===== src/rtl/serial_subtractor_if.sv =====
// Request/response bundle for the bit-serial subtractor: operands and START in,
// status and result out.
interface serial_subtractor_if #(
  parameter int WIDTH = 8
);
  logic             start;
  logic [WIDTH-1:0] a;
  logic [WIDTH-1:0] b;
  logic             bin;
  logic             busy;
  logic             done;
  logic [WIDTH-1:0] d;
  logic             bout;

  modport master (
    output start, a, b, bin,
    input  busy, done, d, bout
  );

  modport slave (
    input  start, a, b, bin,
    output busy, done, d, bout
  );
endinterface


===== src/rtl/serial_subtractor.sv =====
// Bit-serial A - B - BIN, LSB first, one bit per clock. The result and borrow
// are published in one step when the last bit is done, then DONE pulses for a cycle.
module serial_subtractor #(
  parameter int WIDTH = 8
) (
  input  logic              clk,
  input  logic              rst_n,
  serial_subtractor_if.slave bus
);
  localparam int CW = $clog2(WIDTH);

  typedef enum logic [1:0] {IDLE, RUN, FIN} state_e;

  state_e           state_q, state_d;
  logic [CW-1:0]    cnt_q, cnt_d;
  logic [WIDTH-1:0] a_q, a_d;
  logic [WIDTH-1:0] b_q, b_d;
  logic             br_q, br_d;
  logic [WIDTH-1:0] res_q, res_d;
  logic [WIDTH-1:0] dout_q, dout_d;
  logic             bout_q, bout_d;
  logic             busy_q, busy_d;
  logic             done_q, done_d;

  logic             d_bit, br_nx, last;
  logic [WIDTH-1:0] res_nx;

  // Full-subtractor cell working on the current LSBs of the shift registers.
  assign d_bit  = a_q[0] ^ b_q[0] ^ br_q;
  assign br_nx  = (~a_q[0] & b_q[0]) | (~(a_q[0] ^ b_q[0]) & br_q);
  assign res_nx = {d_bit, res_q[WIDTH-1:1]};
  assign last   = (cnt_q == CW'(WIDTH - 1));

  always_comb begin
    state_d = state_q;
    cnt_d   = cnt_q;
    a_d     = a_q;
    b_d     = b_q;
    br_d    = br_q;
    res_d   = res_q;
    dout_d  = dout_q;
    bout_d  = bout_q;
    unique case (state_q)
      IDLE: begin
        if (bus.start) begin
          a_d     = bus.a;
          b_d     = bus.b;
          br_d    = bus.bin;
          cnt_d   = '0;
          state_d = RUN;
        end
      end
      RUN: begin
        a_d   = a_q >> 1;
        b_d   = b_q >> 1;
        br_d  = br_nx;
        res_d = res_nx;
        cnt_d = cnt_q + 1'b1;
        if (last) begin
          dout_d  = res_nx;
          bout_d  = br_nx;
          state_d = FIN;
        end
      end
      FIN:     state_d = IDLE;
      default: state_d = IDLE;
    endcase
    // Status flags are registered copies of the next state so outputs come straight off flops.
    busy_d = (state_d == RUN);
    done_d = (state_d == FIN);
  end

  always_ff @(posedge clk or negedge rst_n) begin
    if (!rst_n) begin
      state_q <= IDLE;
      cnt_q   <= '0;
      a_q     <= '0;
      b_q     <= '0;
      br_q    <= 1'b0;
      res_q   <= '0;
      dout_q  <= '0;
      bout_q  <= 1'b0;
      busy_q  <= 1'b0;
      done_q  <= 1'b0;
    end else begin
      state_q <= state_d;
      cnt_q   <= cnt_d;
      a_q     <= a_d;
      b_q     <= b_d;
      br_q    <= br_d;
      res_q   <= res_d;
      dout_q  <= dout_d;
      bout_q  <= bout_d;
      busy_q  <= busy_d;
      done_q  <= done_d;
    end
  end

  assign bus.busy = busy_q;
  assign bus.done = done_q;
  assign bus.d    = dout_q;
  assign bus.bout = bout_q;
endmodule


===== src/flat_wrapper.sv =====
// flat-port wrapper written by rule: the top's interface ports become plain ports
module serial_subtractor_flat 
#(
  parameter int WIDTH = 8
)
  (clk, rst_n, bus_start, bus_a, bus_b, bus_bin, bus_busy, bus_done, bus_d, bus_bout);
  serial_subtractor_if #(.WIDTH(WIDTH)) bus_i ();
  input  logic clk;
  input  logic rst_n;
  input wire logic [$bits(bus_i.start)-1:0] bus_start;
  input wire logic [$bits(bus_i.a)-1:0] bus_a;
  input wire logic [$bits(bus_i.b)-1:0] bus_b;
  input wire logic [$bits(bus_i.bin)-1:0] bus_bin;
  output wire logic [$bits(bus_i.busy)-1:0] bus_busy;
  output wire logic [$bits(bus_i.done)-1:0] bus_done;
  output wire logic [$bits(bus_i.d)-1:0] bus_d;
  output wire logic [$bits(bus_i.bout)-1:0] bus_bout;
  assign bus_i.start = bus_start;
  assign bus_i.a = bus_a;
  assign bus_i.b = bus_b;
  assign bus_i.bin = bus_bin;
  assign bus_busy = bus_i.busy;
  assign bus_done = bus_i.done;
  assign bus_d = bus_i.d;
  assign bus_bout = bus_i.bout;
  serial_subtractor #(.WIDTH(WIDTH)) u_core (.clk(clk), .rst_n(rst_n), .bus(bus_i));
endmodule

===== config.mk =====
export PLATFORM = sky130hd
export DESIGN_NAME = serial_subtractor_flat
export DESIGN_NICKNAME = d
export VERILOG_FILES = /design/src/rtl/serial_subtractor_if.sv /design/src/rtl/serial_subtractor.sv /design/src/flat_wrapper.sv
export SDC_FILE = /design/constraint.sdc
export NUM_CORES = 1
export LEC_CHECK = 0
export ABC_AREA = 1
export ABC_CLOCK_PERIOD_IN_PS = 2350
export CAP_MARGIN = 25
export CORE_MARGIN = 1
export CORE_UTILIZATION = 50
export CTS_CLUSTER_SIZE = 16
export DETAILED_ROUTE_END_ITERATION = 7
export DONT_BUFFER_PORTS = 1
export GPL_ROUTABILITY_DRIVEN = 0
export GPL_TIMING_DRIVEN = 0
export SLEW_MARGIN = 20
export SYNTH_ARGS = -nofsm -noshare
export SYNTH_HDL_FRONTEND = slang
export SYNTH_SLANG_ARGS = --single-unit
export TNS_END_PERCENT = 20

===== constraint.sdc =====
create_clock -name clk -period 2.35 [get_ports clk]
set_input_delay 0.235 -clock clk [delete_from_list [all_inputs] [get_ports clk]]
set_output_delay 0.235 -clock clk [all_outputs]
set_load 0.03 [all_outputs]

==> reports/qor.yml, run 1 <==
grt:
  grt_pass1_wl_mm: 6.04
  antenna_found_initial: 0
  grt_max_degree: 41
  grt_pass1_vias: 1295
  gr-total-overflow: 0
  grt_use_total_pct: 20.3
placement:
  dp.final_hpwl_mm: 2.30
  numPortBuffers: 0
  dpl_cell_area_um2: 1880
timing:
  finalSetupViolCount: 0
  drv_slew: 0
  fin_crit_sh_pct: 57.4
  setup_tns_ns: 0
  tightest_slew_ns: 0.321
  clock_skew_ns: 0.00531
  rsz0062_at_grt: "no"
  hold_violations: 0
  max_freq_ghz: 0.742
  period_needed_ns: 1.35
  slew_headroom_pct: 78.5
critical_path:
  critPathCaptureType: "flip-flop"
  r2r_cells: 6
  ff2ff_setup_slack_ns: 1.00
  slowest_delay_ns: 0.42
  arrival_ns: 1.65
  crit_path_start: "u_core.cnt_q[0]$_DFFE_PN0P_"
  worstPathRequired_ns: 2.65
  r2r-start: "u_core.cnt_q[0]$_DFFE_PN0P_"
  worstPathCellList: "ha_1 -> ha_1 -> nand2_4 -> buf_6 -> nand2_1 -> nand2_1"
  critPathTopFamily: "adder cells"
  r2r-end: "u_core.bus.d[0]$_DFFE_PN0P_"
  worst-path-max-fanout: 10
  path_class: "reg2reg"
  crit_slowest_cell: "dfrtp_1"
  path_buf_inv: 1
  cp-start-kind: "flip-flop"
routing:
  first_pass_iters: 4
  avgViaCountPerCell: 4.99
  postRouteAntennaNets: 0
  wl_per_cell_um: 12.5
  drc: 0
  wl_mm: 3.36
  vias: 1336
  drt-initial-drc-count: 53
clock_tree:
  cts_setup_buffers: 0
  h-tree-depth: 2
  clock_sinks: 40
  cts_root_buffer: "clkbuf_4"
  clock_latency_ns: 0.35
  clock_path_buffers: 2
  numCtsBuffers: 5
  cts.clk_slew.worst_paths_ns: 0.12
  cts_tree: "built"
logic_synthesis:
  synth_cells: 210
  synth_area_leaders: "dfrtp_1, nand2_1, nand3_1"
  netlist-cell-type-count: 20
  ys_warn_count: 0
  ys_seq_area_share_pct: 54.9
  synth.avg_cell_area_um2: 8.67
  synth_top_cell_by_area: "dfrtp_1"
  ys_ff_latch: 40
  synth.top_cell.area_share_pct: 54.9
  synth_nets: 233
  syn-cell-area_um2: 1820
floorplanning:
  die_h_um: 62.4
  ios: 31
  initial_core_util_pct: 53.3
  die_w_um: 62.4
  rows: 21
  core_um2: 3420
  die_area_um2: 3890
cells_and_area:
  drive_gt1_share_pct: 14.9
  final_area_um2: 2000
  nFillCells: 332
  final_nets: 244
  syn2layout_area_growth_pct: 9.55
  diodes: 0
flow_run:
  drv_cap: 0
min_path:
  worst_hold_path.endpoint: "u_core.a_q[2]$_DFFE_PN0P_"
  hold_path_class: "in2reg"
  hp-start: "bus_a[2]"
  whs_path_depth: 4
power_and_ir_drop:
  irDropWorstVdd_v: 0.000694
  p_comb_share_pct: 38.0
  intPower_mw: 1.52
  p_per_area_nw_per_um2: 1350
  switching_share_pct: 43.6
  power_switching_mw: 1.17
  clkPwrFrac_pct: 13.9
  seqPwrFrac_pct: 48.1
  p_leak_nw: 1.08
outcome:
  status: "completed"
==> worst max-delay path by stage <==
stage,end,slack (ns),cells past startpoint
after detailed placement,u_core.bus.d[0]$_DFFE_PN0P_,1.02,6
after global placement,u_core.bus.bout$_DFFE_PN0P_,1.03,6
after floorplan,u_core.bus.bout$_DFFE_PN0P_,1.13,6
after CTS,u_core.bus.d[0]$_DFFE_PN0P_,1.00,6
after global routing,u_core.bus.bout$_DFFE_PN0P_,0.93,6
final,u_core.bus.d[0]$_DFFE_PN0P_,1.00,6
==> tightest hold or removal path, stage by stage <==
cell,delay (ns)
nand2_1,0.03
nand2_1,0.05
nand2_1,0.04
nand2_1,0.05
==> final cells by class <==
class	count	area [µm²]	area share, %
inverters	12	52.6	2.63
plain buffers	9	71.3	3.57
well taps	46	57.6	2.88
clock inverters	2	15.0	0.752
multi-input cells	149	697	34.9
repair buffers	4	50.0	2.51
flip-flops and latches	40	1000	50.2
clock buffers	6	51.3	2.57
==> layout by cell type (no fill, tap or decap), types with 2 or more instances in the layout <==
cell type,n
dlygate4sd3_1,3
nand2_4,3
ha_1,2
nand3_1,15
inv_1,9
o21bai_1,2
clkbuf_4,5
clkinvlp_4,2
dfrtp_1,40
buf_4,3
buf_2,3
o21ai_0,7
o21ai_2,7
nor2_1,2
buf_6,3
nand2_1,107
==> stage by stage <==
stage               std cells  power (mW)  util, %  hold slack [ns]  setup slack (ns)
floorplan                 210        2.10        -          -0.0606              1.13
global placement          256        2.28     55.0          -0.0599              1.03
detailed placement        256        2.33     55.0          -0.0598              1.02
CTS                       268        2.73     58.4           0.0611              1.00
global route              268        2.95     58.4           0.0663             0.931
finish                    268        2.69     58.4           0.0728              1.00
==> sequential cells by signal, summed over array words and instances (netlist names) <==
register and count:
u_core.a_q 8, u_core.bus.bout 1, u_core.bus.d 8, u_core.state_q 2, u_core.br_q 1, u_core.cnt_q 3
u_core.bus.done 1, u_core.bus.busy 1, u_core.b_q 8, u_core.res_q 7
==> cell usage after synthesis <==
cell type,count
inv_4,1
fa_1,1
ha_1,2
buf_6,3
buf_4,3
inv_1,9
nand2_4,3
o21bai_1,2
nand2_2,1
o21ai_2,7
nor2_1,2
inv_2,1
nand2_1,107
nand3_1,15
nor2_4,1
buf_2,3
o21ai_0,7
dfrtp_1,40
clkinv_4,1
a21oi_1,1
==> cell families (layout without fill, tap and decap cells) <==
family,after synthesis,count (layout),share of synthesized area (%)
and+or+nand+nor,129,129,29.4
buffers and inverters,21,33,6.80
DFF,40,40,54.9
adders and majority gates,3,3,2.47
AOI/OAI and AO/OA,17,17,6.39
==> routing by layer <==
layer / up-vias / GRT usage, % / share of wire (%) / routed length, µm
li1: 670 / - / - / -
met1: 631 / 26.8 / 47 / 1590
met2: 30 / 31.3 / 46 / 1550
met3: 5 / 6.07 / 5.3 / 177
met4: 0 / 7.85 / 1.2 / 39
met5: - / 0 / 0 / 0
==> power by group through the flow <==
stage / clock network [mW] / registers, mW / logic [mW]
2_1_floorplan: 0 / 1.27 / 0.825
4_1_cts: 0.390 / 1.30 / 1.04
6_report: 0.375 / 1.30 / 1.02
5_1_grt: 0.418 / 1.33 / 1.20
3_5_place_dp: 0 / 1.31 / 1.01
3_3_place_gp: 0 / 1.30 / 0.981
==> what timing repair did <==
item | CTS | global route
hold endpoints to repair | 42 | 0
hold buffers | 4 | 0
gates resized for setup | 0 | 0
endpoints found under the setup margin | 0 | 0
Power figures use the tool's default switching activity.
==> run 2, diff against run 1 <==
- ABC_CLOCK_PERIOD_IN_PS: 2350 -> 1200
- PLACE_DENSITY: not set -> 0.68
- clock period: 2.35 -> 1.2 ns (I/O delays scaled with it)
==> reports/qor.yml, run 2 (synthesis gave the netlist of run 1 again) <==
floorplanning:
  die_area_um2: 3890  # unchanged
  rows: 21  # unchanged
  ios: 31  # unchanged
  core_um2: 3420  # unchanged
  initial_core_util_pct: 53.3  # unchanged
  die_h_um: 62.4  # unchanged
  die_w_um: 62.4  # unchanged
grt:
  grt_pass1_wl_mm: 6.93  # +15%
  grt_max_degree: 41  # unchanged
  gr-total-overflow: 0  # unchanged
  antenna_found_initial: 0  # unchanged
  grt_use_total_pct: 23.2  # +2.9 points
  grt_pass1_vias: 1489  # +15%
cells_and_area:
  syn2layout_area_growth_pct: 29.2
  mostFrequentLayoutCell: "nand2_1"
  nFillCells: 276  # -17%
  diodes: 0  # unchanged
  drive_gt1_share_pct: 22.6  # +7.7 points
  layout_common_cells: "nand2_1, dfrtp_1, dlygate4sd3_1, nand3_1, buf_6"
  final_nets: 270  # +11%
  final_area_um2: 2350  # +18%
timing:
  clock_skew_ns: 0.0212  # +0.0159 ns
  finalSetupViolCount: 3  # +3
  setup_ws_ns: -0.0103  # -1.01 ns
  fin_crit_sh_pct: 101  # +43 points
  hold_violations: 0  # unchanged
  rsz0062_at_grt: "yes"
  whs_ns: 0.00682  # -0.0660 ns
  period_needed_ns: 1.21  # -0.138 ns
  tightest_slew_ns: 0.352  # +0.0310 ns
  slew_headroom_pct: 76.6  # -2.0 points
  max_freq_ghz: 0.826  # +11%
  drv_slew: 0  # unchanged
clock_tree:
  cts.clk_slew.worst_paths_ns: 0.13  # about the same
  clock_path_buffers: 2  # unchanged
  clock_sinks: 40  # unchanged
  numCtsBuffers: 5  # unchanged
  clock_latency_ns: 0.36  # about the same
  h-tree-depth: 2  # unchanged
  cts_tree: "built"
  cts_root_buffer: "clkbuf_4"
placement:
  post-place-ws_ns: -0.0943  # -1.12 ns
  dp.final_hpwl_mm: 2.46  # +7.0%
  numPortBuffers: 0  # unchanged
  dpl_cell_area_um2: 1880  # +0.13%
routing:
  drt-initial-drc-count: 73  # +38%
  wl_per_cell_um: 13.2  # +5.5%
  drc: 0  # unchanged
  top_layer: "met4"
  vias: 1485  # +11%
  wl_mm: 3.89  # +16%
  postRouteAntennaNets: 0  # unchanged
  first_pass_iters: 4  # unchanged
  met3_length_um: 154  # -13%
  wl_met1_mm: 1.65  # +3.3%
  route.met2.wl_mm: 1.99  # +28%
  avgViaCountPerCell: 5.05  # +1.3%
power_and_ir_drop:
  p_leak_nw: 1.21  # +12%
  irDropWorstVdd_v: 0.00127  # +83%
  seqPwrFrac_pct: 43.4  # -4.7 points
  switching_share_pct: 42.0  # -1.6 points
  p_comb_share_pct: 42.0  # +4.0 points
  clkPwrFrac_pct: 14.6  # +0.7 points
  p_per_area_nw_per_um2: 2530  # +87%
  power_switching_mw: 2.50  # +110%
  intPower_mw: 3.45  # +130%
  power.total_mw: 5.95  # +120%
critical_path:
  worst-path-max-fanout: 4  # -6
  worstPathRequired_ns: 1.45  # -1.20 ns
  cp-start-kind: "flip-flop"
  arrival_ns: 1.46  # -0.19 ns
  critPathCaptureType: "flip-flop"
  r2r-start: "u_core.state_q[1]$_DFF_PN0_"
  crit_path_start: "u_core.state_q[1]$_DFF_PN0_"
  path_class: "reg2reg"
min_path:
  hp-start: "bus_b[1]"
  hold_path_class: "in2reg"
outcome:
  status: "finished with violations"
  violations: "setup timing"
flow_run:
  drv_cap: 0  # unchanged
==> run 2: changes by cell type in the layout (fill, tap and decap cells not counted), sizes merged <==
cell / previous run / this run
buf: 10 / 20
bufinv: 0 / 1
clkbuf: 6 / 7
clkinvlp: 2 / 0
dlygate4sd3: 3 / 17
inv: 11 / 12
nand2: 111 / 112
==> run 2: worst max-delay path: stages, from the launching register on <==
cell and delay (ns):
dfrtp_2 0.46, buf_6 0.13, nor2_4 0.17, buf_6 0.14
nand2_2 0.08, nand2_1 0.08, o21ai_2 0.05
==> run 2: path summary, 6_finish.rpt <==
check	to	slack, ns	cells after the start
worst min-delay path	u_core.b_q[1]$_DFFE_PN0P_	0.007	4
max in group asynchronous	u_core.b_q[0]$_DFFE_PN0P_	0.77	2
worst min register to register	u_core.a_q[3]$_DFFE_PN0P_	0.49	2
worst max-delay path	u_core.bus.d[6]$_DFFE_PN0P_	-0.01	6
min in group asynchronous	u_core.bus.d[2]$_DFFE_PN0P_	0.22	2
worst max register to register	u_core.bus.d[6]$_DFFE_PN0P_	-0.01	6
==> run 2: stage by stage <==
stage	cells	util (%)	TNS [ns]
floorplan	210	-	0
CTS	293	66.8	-0.0341
detailed placement	256	55.1	-1.50
global route	294	68.9	-0.488
global placement	256	55.1	-0.979
finish	294	68.9	-0.0145
==> run 2: cell type report <==
class,instances,area [µm²],share of cell area [%]
clock inverters,2,35.0,1.49
plain buffers,9,85.1,3.62
repair buffers,29,312,13.2
well taps,46,57.6,2.45
flip-flops and latches,40,1000,42.6
multi-input cells,150,766,32.5
clock buffers,6,41.3,1.75
inverters,12,55.1,2.34
==> run 2: per-layer routing <==
metal,up-vias,GRT usage [%]
met5,-,0
li1,724,-
met3,13,5.51
met2,40,41.3
met4,0,8.14
met1,708,27.0
==> run 2: power by group through the flow <==
stage / combinational, mW / clock, mW / sequential, mW
after CTS: 2.37 / 0.880 / 2.55
final: 2.50 / 0.868 / 2.58
after global routing: 2.84 / 0.942 / 2.65
after detailed placement: 2.01 / 0 / 2.58
after global placement: 1.91 / 0 / 2.55
after floorplan: 1.62 / 0 / 2.49
==> run 2: repair_timing <==
item,4_1_cts,5_1_grt
cloned,2,0
hold buffers,18,0
gates resized for setup,8,20
pin swaps,3,6
endpoints found under the hold margin,56,0
setup buffers,9,1
setup endpoints to repair,22,26
==> run 3, diff against run 2 <==
- CORE_ASPECT_RATIO: not set -> 1.5
==> reports/qor.yml, run 3 (synthesis gave the netlist of run 1 again) <==
cells_and_area:
  diodes: 0  # unchanged
  final_util_pct: 64.6  # -4.3 points
  mostFrequentLayoutCell: "nand2_1"
  syn2layout_area_growth_pct: 22.3
  final_nets: 253  # -6.3%
  layout_common_cells: "nand2_1, dfrtp_1, nand3_1, buf_6, inv_1"
  drive_gt1_share_pct: 21.3  # -1.3 points
grt:
  grt_use_total_pct: 21.8  # -1.3 points
  grt.busiest_layer: "met2"
  grt_pass1_vias: 1426  # -4.2%
  gr-total-overflow: 0  # unchanged
  antenna_found_initial: 0  # unchanged
  grt_pass1_wl_mm: 6.29  # -9.4%
  grt_max_degree: 41  # unchanged
  grt_use_met3_pct: 6.02  # +0.51 points
  met1_usage_pct: 23.8  # -3.2 points
  use_met2_pct: 38.8  # -2.5 points
power_and_ir_drop:
  p_per_area_nw_per_um2: 2790  # +10%
  p_leak_nw: 1.16  # -4.2%
  irDropWorstVdd_v: 0.00174  # +37%
critical_path:
  cp-start-kind: "flip-flop"
  worstPathRequired_ns: 1.43  # -0.02 ns
  worst-path-max-fanout: 9  # +5
  arrival_ns: 1.49  # +0.03 ns
  path_class: "reg2reg"
  critPathCaptureType: "flip-flop"
timing:
  drv_slew: 0  # unchanged
  rsz0062_at_grt: "yes"
  setup_ws_ns: -0.0639  # -0.0536 ns
  fin_crit_sh_pct: 105  # +4.5 points
  max_freq_ghz: 0.791  # -4.2%
  setup_tns_ns: -0.325  # -0.310 ns
  tightest_slew_ns: 0.320  # -0.0320 ns
  finalSetupViolCount: 8  # +5
  slew_headroom_pct: 78.7  # +2.1 points
  period_needed_ns: 1.26  # +0.0536 ns
  clock_skew_ns: 0.00697  # -0.0143 ns
  hold_violations: 0  # unchanged
clock_tree:
  cts_tree: "built"
  clock_sinks: 40  # unchanged
  clock_path_buffers: 2  # unchanged
  h-tree-depth: 2  # unchanged
  cts.clk_slew.worst_paths_ns: 0.08  # -0.05 ns
  cts_root_buffer: "clkbuf_8"
  clock_latency_ns: 0.30  # -0.06 ns
  numCtsBuffers: 5  # unchanged
routing:
  vias: 1391  # -6.3%
  wl_per_cell_um: 14.2  # +7.6%
  drc: 0  # unchanged
  avgViaCountPerCell: 5.11  # +1.2%
  first_pass_iters: 4  # unchanged
  postRouteAntennaNets: 0  # unchanged
  wl_mm: 3.87  # -0.46%
  drt-initial-drc-count: 34  # -53%
placement:
  dp.final_hpwl_mm: 2.50  # +1.5%
  numPortBuffers: 0  # unchanged
floorplanning:
  die_w_um: 51.3  # -18%
  die_h_um: 75.9  # +22%
  ios: 31  # unchanged
  die_area_um2: 3890  # +0.13%
  core_um2: 3450  # +0.95%
  rows: 26  # +24%
  initial_core_util_pct: 52.8  # -0.50 points
outcome:
  status: "finished with violations"
  violations: "setup timing"
flow_run:
  drv_cap: 0  # unchanged
min_path:
  hold_path_class: "in2reg"
run 3: cell types whose count changed in the layout (fill, tap and decap cells not counted), moves of 2 or more:
cell / previous run / this run
clkbuf_4: 6 / 1
nand2_1: 101 / 104
dlygate4sd3_1: 17 / 3
nand2_2: 6 / 3
nand2_4: 3 / 1
clkbuf_8: 0 / 5
run 3: power breakdown:
part	switching [mW]	total, mW	internal [mW]
Clock	0.459	1.28	0.818
Combinational	1.37	2.34	0.971
Sequential	0.667	2.59	1.92
Total	2.50	6.21	3.71
run 3: timing repair:
item,in CTS,in global routing
setup buffers,7,4
hold buffers,4,0
cloned,1,0
endpoints found under the hold margin,42,0
setup endpoints to repair,21,29
pin swaps,2,5
gates resized for setup,7,18
run 3: worst paths after layout:
check	startpoint	cells after the start	end	slack [ns]
max in group asynchronous	rst_n	2	u_core.state_q[1]$_DFF_PN0_	0.72
setup / recovery	u_core.state_q[0]$_DFF_PN0_	7	u_core.bus.d[3]$_DFFE_PN0P_	-0.06
min in group asynchronous	rst_n	2	u_core.res_q[3]$_DFFE_PN0N_	0.29
setup reg to reg	u_core.state_q[0]$_DFF_PN0_	7	u_core.bus.d[3]$_DFFE_PN0P_	-0.06
hold reg to reg	u_core.a_q[6]$_DFFE_PN0P_	2	u_core.a_q[6]$_DFFE_PN0P_	0.48
hold / removal	bus_b[5]	4	u_core.b_q[5]$_DFFE_PN0P_	0.02
run 3: routing by layer:
layer	vias up	wire [µm]
met3	7	189
met1	648	1500
met4	0	69
li1	685	-
met5	-	0
met2	51	2110
run 3: cell type report:
cell class              count  area [µm²]
plain buffers               7        62.6
clock buffers               5        68.8
clock inverters             2        60.1
fillers                   299        1220
inverters                  12        60.1
multi-input cells         149         753
flip-flops and latches     40        1000
well taps                  42        52.6
repair buffers             15         168
run 3: critical path: stages, from the launching register on:
cell and delay (ns):
dfrtp_1 0.34, buf_6 0.16, inv_2 0.06, nor2_4 0.18
nand2_8 0.09, buf_6 0.13, buf_16 0.12, o21ai_2 0.11
run 3: metrics by stage:
stage / power [mW] / area [µm²] / cells / setup slack (ns) / hold slack, ns
after floorplan: 4.11 / 1820 / 210 / 0.0153 / -0.176
after global placement: 4.45 / 1880 / 252 / -0.0757 / -0.175
after detailed placement: 4.58 / 1880 / 252 / -0.107 / -0.175
after CTS: 6.09 / 2160 / 270 / -0.0725 / 0.0116
after global routing: 6.68 / 2230 / 272 / -0.112 / 0.0280
final: 6.21 / 2230 / 272 / -0.0639 / 0.0150
